==> src/rtl/rbz_spi_pkg.sv <==
// Shared constants for the SPI register receiver: frame geometry, register indices, reset values.
// Latency: none (constants only).  Backpressure: none.
package rbz_spi_pkg;

    localparam int CMD_W     = 8;
    localparam int DATA_W    = 16;
    localparam int FRAME_LEN = CMD_W + DATA_W;
    localparam int CNT_W     = 5;
    localparam logic [CNT_W-1:0] CNT_SAT = 5'd25;

    localparam logic [1:0] REG_PX = 2'd0;
    localparam logic [1:0] REG_PY = 2'd1;
    localparam logic [1:0] REG_FX = 2'd2;
    localparam logic [1:0] REG_FY = 2'd3;

    localparam logic [DATA_W-1:0] RST_PX = 16'h0180;
    localparam logic [DATA_W-1:0] RST_PY = 16'h0180;
    localparam logic [DATA_W-1:0] RST_FX = 16'h0100;
    localparam logic [DATA_W-1:0] RST_FY = 16'h0000;

endpackage

==> src/rtl/rbz_sync.sv <==
// 1-bit multi-flop synchronizer with a configurable idle (reset) level.
// Latency: STAGES clk.  Backpressure: none, samples every cycle.
module rbz_sync #(
    parameter int   STAGES  = 2,
    parameter logic RST_VAL = 1'b0
) (
    input  logic clk,
    input  logic rst_n,
    input  logic d,
    output logic q
);

    logic [STAGES-1:0] chain;

    always_ff @(posedge clk) begin
        if (!rst_n) begin
            chain <= {STAGES{RST_VAL}};
        end else begin
            chain <= {chain[STAGES-2:0], d};
        end
    end

    assign q = chain[STAGES-1];

endmodule

==> src/rtl/spi_reg_rx.sv <==
// SPI mode-0 slave writing four 16-bit registers; SPI_DOUBLE_BUFFER_EN adds frame-tick double buffering.
// Latency: sclk rise -> shift update SYNC_STAGES+1 clk; ss_n rise -> commit/o_err SYNC_STAGES+1 clk.
// Backpressure: none; requires clk >= 4x sclk, malformed frames are dropped with an o_err pulse.
module spi_reg_rx
    import rbz_spi_pkg::*;
#(
    parameter int SYNC_STAGES = 2
) (
    input  logic              clk,
    input  logic              rst_n,
    input  logic              i_sclk,
    input  logic              i_mosi,
    input  logic              i_ss_n,
    input  logic              i_frame_tick,
    output logic [DATA_W-1:0] o_px,
    output logic [DATA_W-1:0] o_py,
    output logic [DATA_W-1:0] o_fx,
    output logic [DATA_W-1:0] o_fy,
    output logic              o_busy,
    output logic              o_err
);

    logic                 sclk_s, mosi_s, ss_s;
    logic                 sclk_q, ss_q;
    logic [SYNC_STAGES:0] flush;
    logic                 armed;
    logic [FRAME_LEN-1:0] shreg;
    logic [CNT_W-1:0]     cnt;
    logic [DATA_W-1:0]    live [4];

    logic ready, sclk_rise, ss_fall, ss_rise, frame_ok, commit;
    logic [1:0]        sel;
    logic [DATA_W-1:0] data;

    rbz_sync #(.STAGES(SYNC_STAGES), .RST_VAL(1'b0)) u_sync_sclk (
        .clk(clk), .rst_n(rst_n), .d(i_sclk), .q(sclk_s));
    rbz_sync #(.STAGES(SYNC_STAGES), .RST_VAL(1'b0)) u_sync_mosi (
        .clk(clk), .rst_n(rst_n), .d(i_mosi), .q(mosi_s));
    rbz_sync #(.STAGES(SYNC_STAGES), .RST_VAL(1'b1)) u_sync_ss (
        .clk(clk), .rst_n(rst_n), .d(i_ss_n), .q(ss_s));

    // Edges are ignored until the chain holds real pin samples, so a slave
    // select still low across reset cannot fake a falling edge and arm a frame.
    assign ready     = flush[SYNC_STAGES];
    assign sclk_rise = sclk_s & ~sclk_q;
    assign ss_fall   = ready & ss_q & ~ss_s;
    assign ss_rise   = ready & ~ss_q & ss_s;
    assign sel       = shreg[DATA_W+1:DATA_W];
    assign data      = shreg[DATA_W-1:0];
    assign frame_ok  = (cnt == CNT_W'(FRAME_LEN)) && (shreg[FRAME_LEN-1:DATA_W+2] == '0);
    assign commit    = ss_rise & armed & frame_ok;
    assign o_busy    = ~ss_s;

    always_ff @(posedge clk) begin
        if (!rst_n) begin
            sclk_q <= 1'b0;
            ss_q   <= 1'b1;
            flush  <= '0;
            armed  <= 1'b0;
            shreg  <= '0;
            cnt    <= '0;
            o_err  <= 1'b0;
        end else begin
            sclk_q <= sclk_s;
            ss_q   <= ss_s;
            flush  <= {flush[SYNC_STAGES-1:0], 1'b1};
            o_err  <= ss_rise & armed & ~frame_ok;
            if (ss_fall) begin
                armed <= 1'b1;
            end else if (ss_rise) begin
                armed <= 1'b0;
            end
            if (ss_fall) begin
                shreg <= '0;
                cnt   <= '0;
            end else if (sclk_rise && !ss_s) begin
                shreg <= {shreg[FRAME_LEN-2:0], mosi_s};
                cnt   <= (cnt == CNT_SAT) ? CNT_SAT : cnt + 1'b1;
            end
        end
    end

`ifdef SPI_DOUBLE_BUFFER_EN
    logic [DATA_W-1:0] pend [4];

    // Tick and commit in one cycle: live takes the old pending value.
    always_ff @(posedge clk) begin
        if (!rst_n) begin
            pend[REG_PX] <= RST_PX;
            pend[REG_PY] <= RST_PY;
            pend[REG_FX] <= RST_FX;
            pend[REG_FY] <= RST_FY;
            live[REG_PX] <= RST_PX;
            live[REG_PY] <= RST_PY;
            live[REG_FX] <= RST_FX;
            live[REG_FY] <= RST_FY;
        end else begin
            if (i_frame_tick) begin
                live <= pend;
            end
            if (commit) begin
                pend[sel] <= data;
            end
        end
    end
`else
    logic unused_frame_tick;
    assign unused_frame_tick = i_frame_tick;

    always_ff @(posedge clk) begin
        if (!rst_n) begin
            live[REG_PX] <= RST_PX;
            live[REG_PY] <= RST_PY;
            live[REG_FX] <= RST_FX;
            live[REG_FY] <= RST_FY;
        end else if (commit) begin
            live[sel] <= data;
        end
    end
`endif

    assign o_px = live[REG_PX];
    assign o_py = live[REG_PY];
    assign o_fx = live[REG_FX];
    assign o_fy = live[REG_FY];

endmodule
==> config.mk <==
export PLATFORM = sky130hd
export DESIGN_NAME = spi_reg_rx
export DESIGN_NICKNAME = d
export VERILOG_FILES = /design/src/rtl/rbz_spi_pkg.sv /design/src/rtl/rbz_sync.sv /design/src/rtl/spi_reg_rx.sv
export SDC_FILE = /design/constraint.sdc
export NUM_CORES = 1
export LEC_CHECK = 0
export CORE_ASPECT_RATIO = 0.8
export CORE_MARGIN = 3
export CORE_UTILIZATION = 53
export CTS_BUF_LIST = sky130_fd_sc_hd__clkbuf_4 sky130_fd_sc_hd__clkbuf_8 sky130_fd_sc_hd__clkbuf_16
export CTS_CLUSTER_DIAMETER = 40
export DETAILED_ROUTE_END_ITERATION = 8
export PLACE_DENSITY = 0.78
export SLEW_MARGIN = 5
export SYNTH_ARGS = -nofsm -noshare
export SYNTH_HDL_FRONTEND = slang
export SYNTH_SLANG_ARGS = --single-unit
==> constraint.sdc <==
create_clock -name clk -period 3.6 [get_ports clk]
set_input_delay 0.72 -clock clk [delete_from_list [all_inputs] [get_ports clk]]
set_output_delay 0.72 -clock clk [all_outputs]
set_load 0.005 [all_outputs]
==> out/summary.txt, run 1 <==
fillcell total - 535
top cells by count, synth - edfxtp_1 (64), nand2_1 (51), dfxtp_1 (42), nor4_2 (42), a21oi_1 (28)
Pint - 0.00187 W
asr flop ratio synth - 0
Post-DP HPWL - 5.65 mm
Clock Skews - 6.23 ps
fin. max-slew vios - 0
most instantiated library cell after synthesis - edfxtp_1
vias in the first global route - 2554
H-tree Lvls - 3
pre-CTS WS - 1000 ps
synth top area cells - edfxtp_1 (44%), dfxtp_1 (19%), nor4_2 (12%)
xor/xnor share of the synthesized area - 0
final wirelength - 8.64 mm
setup TNS - 0 ps
Core Area - 0.00767 mm^2
crit path DAT - 2440 ps
Yosys cell types - 36
post-synthesis simple-gate area fraction - 0.251
# IOs - 72
Adder-Cell Fraction of Synth Area - 0.00864
Initial DRT Pass Iterations - 4
grt ovf - 0
Comb power frac - 0.052
CP Max Fanout - 10
ys flop type - edfxtp_1
power consumption - 0.00232 W
number of flops mapped to enable cells by yosys - 64
DIE WIDTH - 107 um
Die Height - 87.0 um
final worst path period share - 0.657
Hold Violations, Final - 0
WL/cell - 16.7 um
Initial DRC Count - 270
clock network power share - 0.370
slowest cell on the critical path - o31ai_2
pwr dens - 434 mW/mm^2
Clk pin slew, worst setup/hold paths - 90 ps
f_max - 0.423 GHz
Post-CTS Setup Bufs - 0
top-area cell type share of the netlist area - 0.442
sequential power share - 0.578
crit path capture type - flip-flop
die area - 0.00933 mm^2
ant diodes - 0
register area share after synthesis - 0.636
Rel. slew slack - 0.339
antenna violations before repair - 0
Yosys Warn Count - 0
mux cell area share after synthesis - 0.00230
Final WS setup - 1240 ps
Compound-Gate Fraction of Synth Area - 0.0446
critical path class - flip-flop to flip-flop
Final #Nets - 415
max-cap viol count - 0
vias per cell - 5.51
clock buffer count from CTS - 9
std cell rows - 28
CTS max path bufs - 2
CP cell instances - inv_1 -> ha_1 -> nor4b_2 -> nand4_1 -> o31ai_2 -> buf_4
largest net degree at the start of global routing - 40
via count - 2843
CTS tree - built
cell area after synthesis - 0.00435 mm^2
RSZ-0062 raised after global routing - no
clock latency on the worst-skew pair - 370 ps
Post-Syn Nets - 353
GRT Total Usage - 0.192
area grow syn2layout - 22.7%
Required @ worst endpoint - 3670 ps
Max rail drop VDD - 0.209 mV
Post-DRT Antenna Nets - 0
fraction of layout cells with a size suffix above 1 - 0.185
Sink Count - 106
max incr delay on CP - 680 ps
first-pass GRT wire length - 13.6 mm
gpl congestion - 0.756
measured slew at the worst slew-check pin - 991 ps
synthesized instance count - 344
Initial Util - 0.566
Root Buffer - clkbuf_8
Switch Pwr - 0.000443 W
Synth Register Bits - 106
status - finished, final reports clean
CP Launch Type - flip-flop
largest family of logic cells by synthesized area - simple AND/OR/NAND/NOR gates
Tmin final - 2360 ps
DR DRC count - 0
endpoints failing setup - 0
leakage power - 1.59 nW
cts repair resizes - 0
largest area contributor in the netlist - edfxtp_1
Syn Area/Cell - 12.6 um^2
sw frac - 0.191
hold_buf cts - 0
Hold/Removal Path Class - flip-flop to flip-flop
Port Buffers - 70
final core utilization - 0.695
Min Hold Slack - 413 ps
final timing paths:
check                                 from                            end  slack (ps)  cells after the start
max                    cnt[0]$_SDFFE_PP0P_       live[1][7]$_SDFFCE_PN1P_        1240                      6
min          u_sync_ss.chain[0]$_SDFF_PN1_  u_sync_ss.chain[1]$_SDFF_PN1_         410                      1
max reg2reg            cnt[0]$_SDFFE_PP0P_       live[1][7]$_SDFFCE_PN1P_        1240                      6
min reg2reg  u_sync_ss.chain[0]$_SDFF_PN1_  u_sync_ss.chain[1]$_SDFF_PN1_         410                      1
cell families (layout without fill, tap and decap cells):
| group | after synthesis | count (layout) |
|---|---|---|
| mux | 1 | 1 |
| compound gates | 36 | 36 |
| simple gates | 149 | 149 |
| flops | 106 | 106 |
| buf+inv | 49 | 116 |
| fa+ha+maj | 3 | 3 |
cells in the final DEF (no fill, tap or decap), types with 4 or more instances in the layout:
| master | n |
|---|---|
| a21oi_1 | 28 |
| inv_1 | 20 |
| buf_4 | 10 |
| nor3_1 | 17 |
| nand3_1 | 4 |
| edfxtp_1 | 64 |
| nand2b_1 | 5 |
| clkdlybuf4s50_1 | 70 |
| clkbuf_8 | 9 |
| or4_1 | 4 |
| and2_1 | 8 |
| dfxtp_1 | 42 |
| nand2_1 | 51 |
| nor4_2 | 42 |
layout make-up:
cell class / count / area [um^2] / share of cell area
Inverter: 20 / 75.1 / 0.0141
Tap cell: 105 / 131 / 0.0246
Timing Repair Buffer: 80 / 776 / 0.146
Sequential cell: 106 / 2760 / 0.518
Clock inverter: 5 / 103 / 0.0192
Clock buffer: 11 / 139 / 0.0261
Multi-Input combinational cell: 189 / 1350 / 0.252
registers in the layout, summed over array words and instances, names as in the netlist, 2 cells and up:
| name | cells |
|---|---|
| u_sync_mosi.chain | 2 |
| cnt | 5 |
| live | 64 |
| shreg | 24 |
| u_sync_ss.chain | 2 |
| flush | 3 |
| u_sync_sclk.chain | 2 |
routing by layer:
metal | global-route usage | wire length, um | part of all wire | vias to the layer above
met2 | 0.288 | 4040 | 0.47 | 108
met4 | 0.0662 | 84 | 0.0097 | 0
li1 | - | - | - | 1358
met1 | 0.273 | 3870 | 0.45 | 1365
met5 | 0 | 0 | 0 | -
met3 | 0.0511 | 645 | 0.075 | 12
worst max-delay path: cells and delay by family (launching register included):
family	cells	cell delay [ps]
adders and majority gates	1	130
and+or+nand+nor	2	500
buffers and inverters	2	410
DFF	1	360
AOI/OAI and AO/OA	1	680
stage by stage:
step           instances  instance area [um^2]
4_1_cts              516                  5330
2_1_floorplan        344                  4350
6_report             516                  5330
3_5_place_dp         500                  5090
3_3_place_gp         500                  5090
5_1_grt              516                  5330
power groups by stage:
| stage | registers [W] | clock network [W] | logic, W |
|---|---|---|---|
| floorplan | 0.00137 | 0 | 0.0000247 |
| global placement | 0.00137 | 0 | 0.000119 |
| detailed placement | 0.00137 | 0 | 0.000122 |
| CTS | 0.00134 | 0.000867 | 0.000122 |
| global route | 0.00134 | 0.000905 | 0.000128 |
| finish | 0.00134 | 0.000858 | 0.000120 |
Note: power is estimated with default switching activity, not from simulation.
==> run 2, diff against run 1 <==
==> constraint.sdc (replaced) <==
create_clock -name clk -period 2.2 [get_ports clk]
set_input_delay 0.44 -clock clk [delete_from_list [all_inputs] [get_ports clk]]
set_output_delay 0.44 -clock clk [all_outputs]
set_load 0.005 [all_outputs]
==> run 2 against run 1 <==
Critical path depth grew 1. Global-route usage shrank 0.51 points. Hold slack gained 27 ps. Largest power group unchanged. Maximum frequency grew 18%. Sequential share of layout area shrank 0.65 points. Combinational power grew 74%. Sequential cell count is the same. Clock power grew 39%.
==> out/summary.txt, run 2 (synthesis gave the netlist of run 1 again) <==
H-tree Lvls - 3
Required @ worst endpoint - 2270 ps
R2R depth - 7
crit path DAT - 2080 ps
via count - 2805
clock latency on the worst-skew pair - 370 ps
Clock Skews - 15.6 ps
DIE WIDTH - 107 um
Post-DRT Antenna Nets - 0
fin. max-slew vios - 0
commonest non-fill, non-tap cells in the layout - clkdlybuf4s50_1 (70), edfxtp_1 (64), nand2_1 (51)
status - finished, final reports clean
pwr dens - 664 mW/mm^2
endpoints failing setup - 0
largest net degree at the start of global routing - 29
crit path capture type - flip-flop
first-pass GRT wire length - 13.4 mm
Core Area - 0.00767 mm^2
max incr delay on CP - 360 ps
number of flip-flops under the largest register name - 64
CP cell instances - inv_1 -> ha_1 -> nor4b_2 -> nand4_1 -> buf_4 -> o31ai_2 -> buf_6
Initial DRC Count - 174
ant diodes - 0
final wirelength - 8.24 mm
f_max - 0.498 GHz
Clk pin slew, worst setup/hold paths - 90 ps
worst reg2reg endpoint - live[0][5]$_SDFFCE_PN0P_
WL/cell - 15.7 um
GRT Total Usage - 0.187
final worst path period share - 0.913
post-route cell area - 0.00540 mm^2
Max rail drop VDD - 0.358 mV
Die Height - 87.0 um
die area - 0.00933 mm^2
Final WS setup - 191 ps
max-cap viol count - 0
CP Max Fanout - 15
slowest cell on the critical path - dfxtp_1
antenna violations before repair - 0
Port Buffers - 70
Cells after DPL - 509
fillcell total - 528
pre-CTS WS - 206 ps
Setup crit end - live[0][5]$_SDFFCE_PN0P_
Post-CTS Setup Bufs - 0
CTS max path bufs - 2
vias in the first global route - 2641
vias per cell - 5.34
area grow syn2layout - 24.2%
Largest regs - live x64, shreg x24, cnt x5
gpl congestion - 0.808
std cell rows - 28
measured slew at the worst slew-check pin - 486 ps
Tmin final - 2010 ps
leakage power - 1.63 nW
Root Buffer - clkbuf_8
CP startpoint - cnt[0]$_SDFFE_PP0P_
Rel. slew slack - 0.676
CP Launch Type - flip-flop
Initial Util - 0.566
DR DRC count - 0
Hold Violations, Final - 0
Post-DP HPWL - 5.81 mm
Top delay family on crit path - buffers and inverters
DP Area - 0.00520 mm^2
Sink Count - 106
# IOs - 72
Register-to-Register Setup Slack - 190 ps
largest reg by FF count - live
fin cells - 525
grt ovf - 0
leading cell type in the layout, fill and taps excluded - clkdlybuf4s50_1
r2r startpoint - cnt[0]$_SDFFE_PP0P_
Initial DRT Pass Iterations - 4
CTS tree - built
critical path class - flip-flop to flip-flop
RSZ-0062 raised after global routing - no
Hold/Removal Path Class - flip-flop to flip-flop
buffers and inverters on the worst path - 3
fraction of layout cells with a size suffix above 1 - 0.207
Crit path depth - 7
final core utilization - 0.704
Final #Nets - 424
clock buffer count from CTS - 9
-- run 2: cell count changes in the layout (fill, tap and decap cells not counted), moves of 2 or more --
cell	delta
clkinv_2	+2
buf_12	+3
bufinv_16	-2
inv_6	+3
clkbuf_4	-2
buf_4	+5
-- run 2: cell type report --
type / instances / area (um^2) / area share
Multi-Input combinational cell: 189 / 1350 / 0.250
Clock inverter: 7 / 72.6 / 0.0134
Inverter: 20 / 75.1 / 0.0139
Clock buffer: 9 / 124 / 0.0229
Timing Repair Buffer: 89 / 885 / 0.164
Tap cell: 105 / 131 / 0.0243
Sequential cell: 106 / 2760 / 0.512
-- run 2: per-stage QoR --
stage | total power [W] | TNS (ps) | hold slack (ps)
final | 0.00358 | 0 | 440
after global routing | 0.00370 | 0 | 447
after CTS | 0.00362 | 0 | 447
after detailed placement | 0.00245 | 0 | 420
after global placement | 0.00244 | 0 | 389
after floorplan | 0.00228 | -5510 | 386
-- run 2: how the worst min path moves through the flow --
stage	start	end	slack, ps	cells past startpoint
after global routing	u_sync_ss.chain[0]$_SDFF_PN1_	u_sync_ss.chain[1]$_SDFF_PN1_	450	1
after global placement	u_sync_ss.chain[0]$_SDFF_PN1_	u_sync_ss.chain[1]$_SDFF_PN1_	390	1
after detailed placement	u_sync_ss.chain[0]$_SDFF_PN1_	u_sync_ss.chain[1]$_SDFF_PN1_	420	1
after floorplan	u_sync_ss.chain[0]$_SDFF_PN1_	u_sync_ss.chain[1]$_SDFF_PN1_	390	1
after CTS	flush[1]$_SDFF_PN0_	flush[2]$_SDFF_PN0_	450	1
final	u_sync_ss.chain[0]$_SDFF_PN1_	u_sync_ss.chain[1]$_SDFF_PN1_	440	1
-- run 2: repair_timing --
item                                    4_1_cts  5_1_grt
endpoints found under the setup margin        0       10
gates resized for setup                       0        1
hold buffers                                  0        0
-- run 2: report_power, final --
group	leakage, nW	switching (W)	total [W]	internal, W
combinational	0.571	0.0000774	0.000209	0.000132
clock	0.105	0.000651	0.00119	0.000535
sequential	0.951	0.0000227	0.00219	0.00216
-- run 2: worst register-to-register path, stage by stage, from the launching register on --
cell and delay (ps):
dfxtp_1 360, inv_1 90, ha_1 150, nor4b_2 190, nand4_1 170, buf_4 230, o31ai_2 300, buf_6 230
-- run 2: per-layer routing --
metal	share of wire	track usage	vias to the layer above
li1	-	-	1378
met1	0.45	0.259	1347
met2	0.48	0.297	76
met3	0.069	0.0571	4
met4	0.0038	0.0348	0
met5	0	0	-
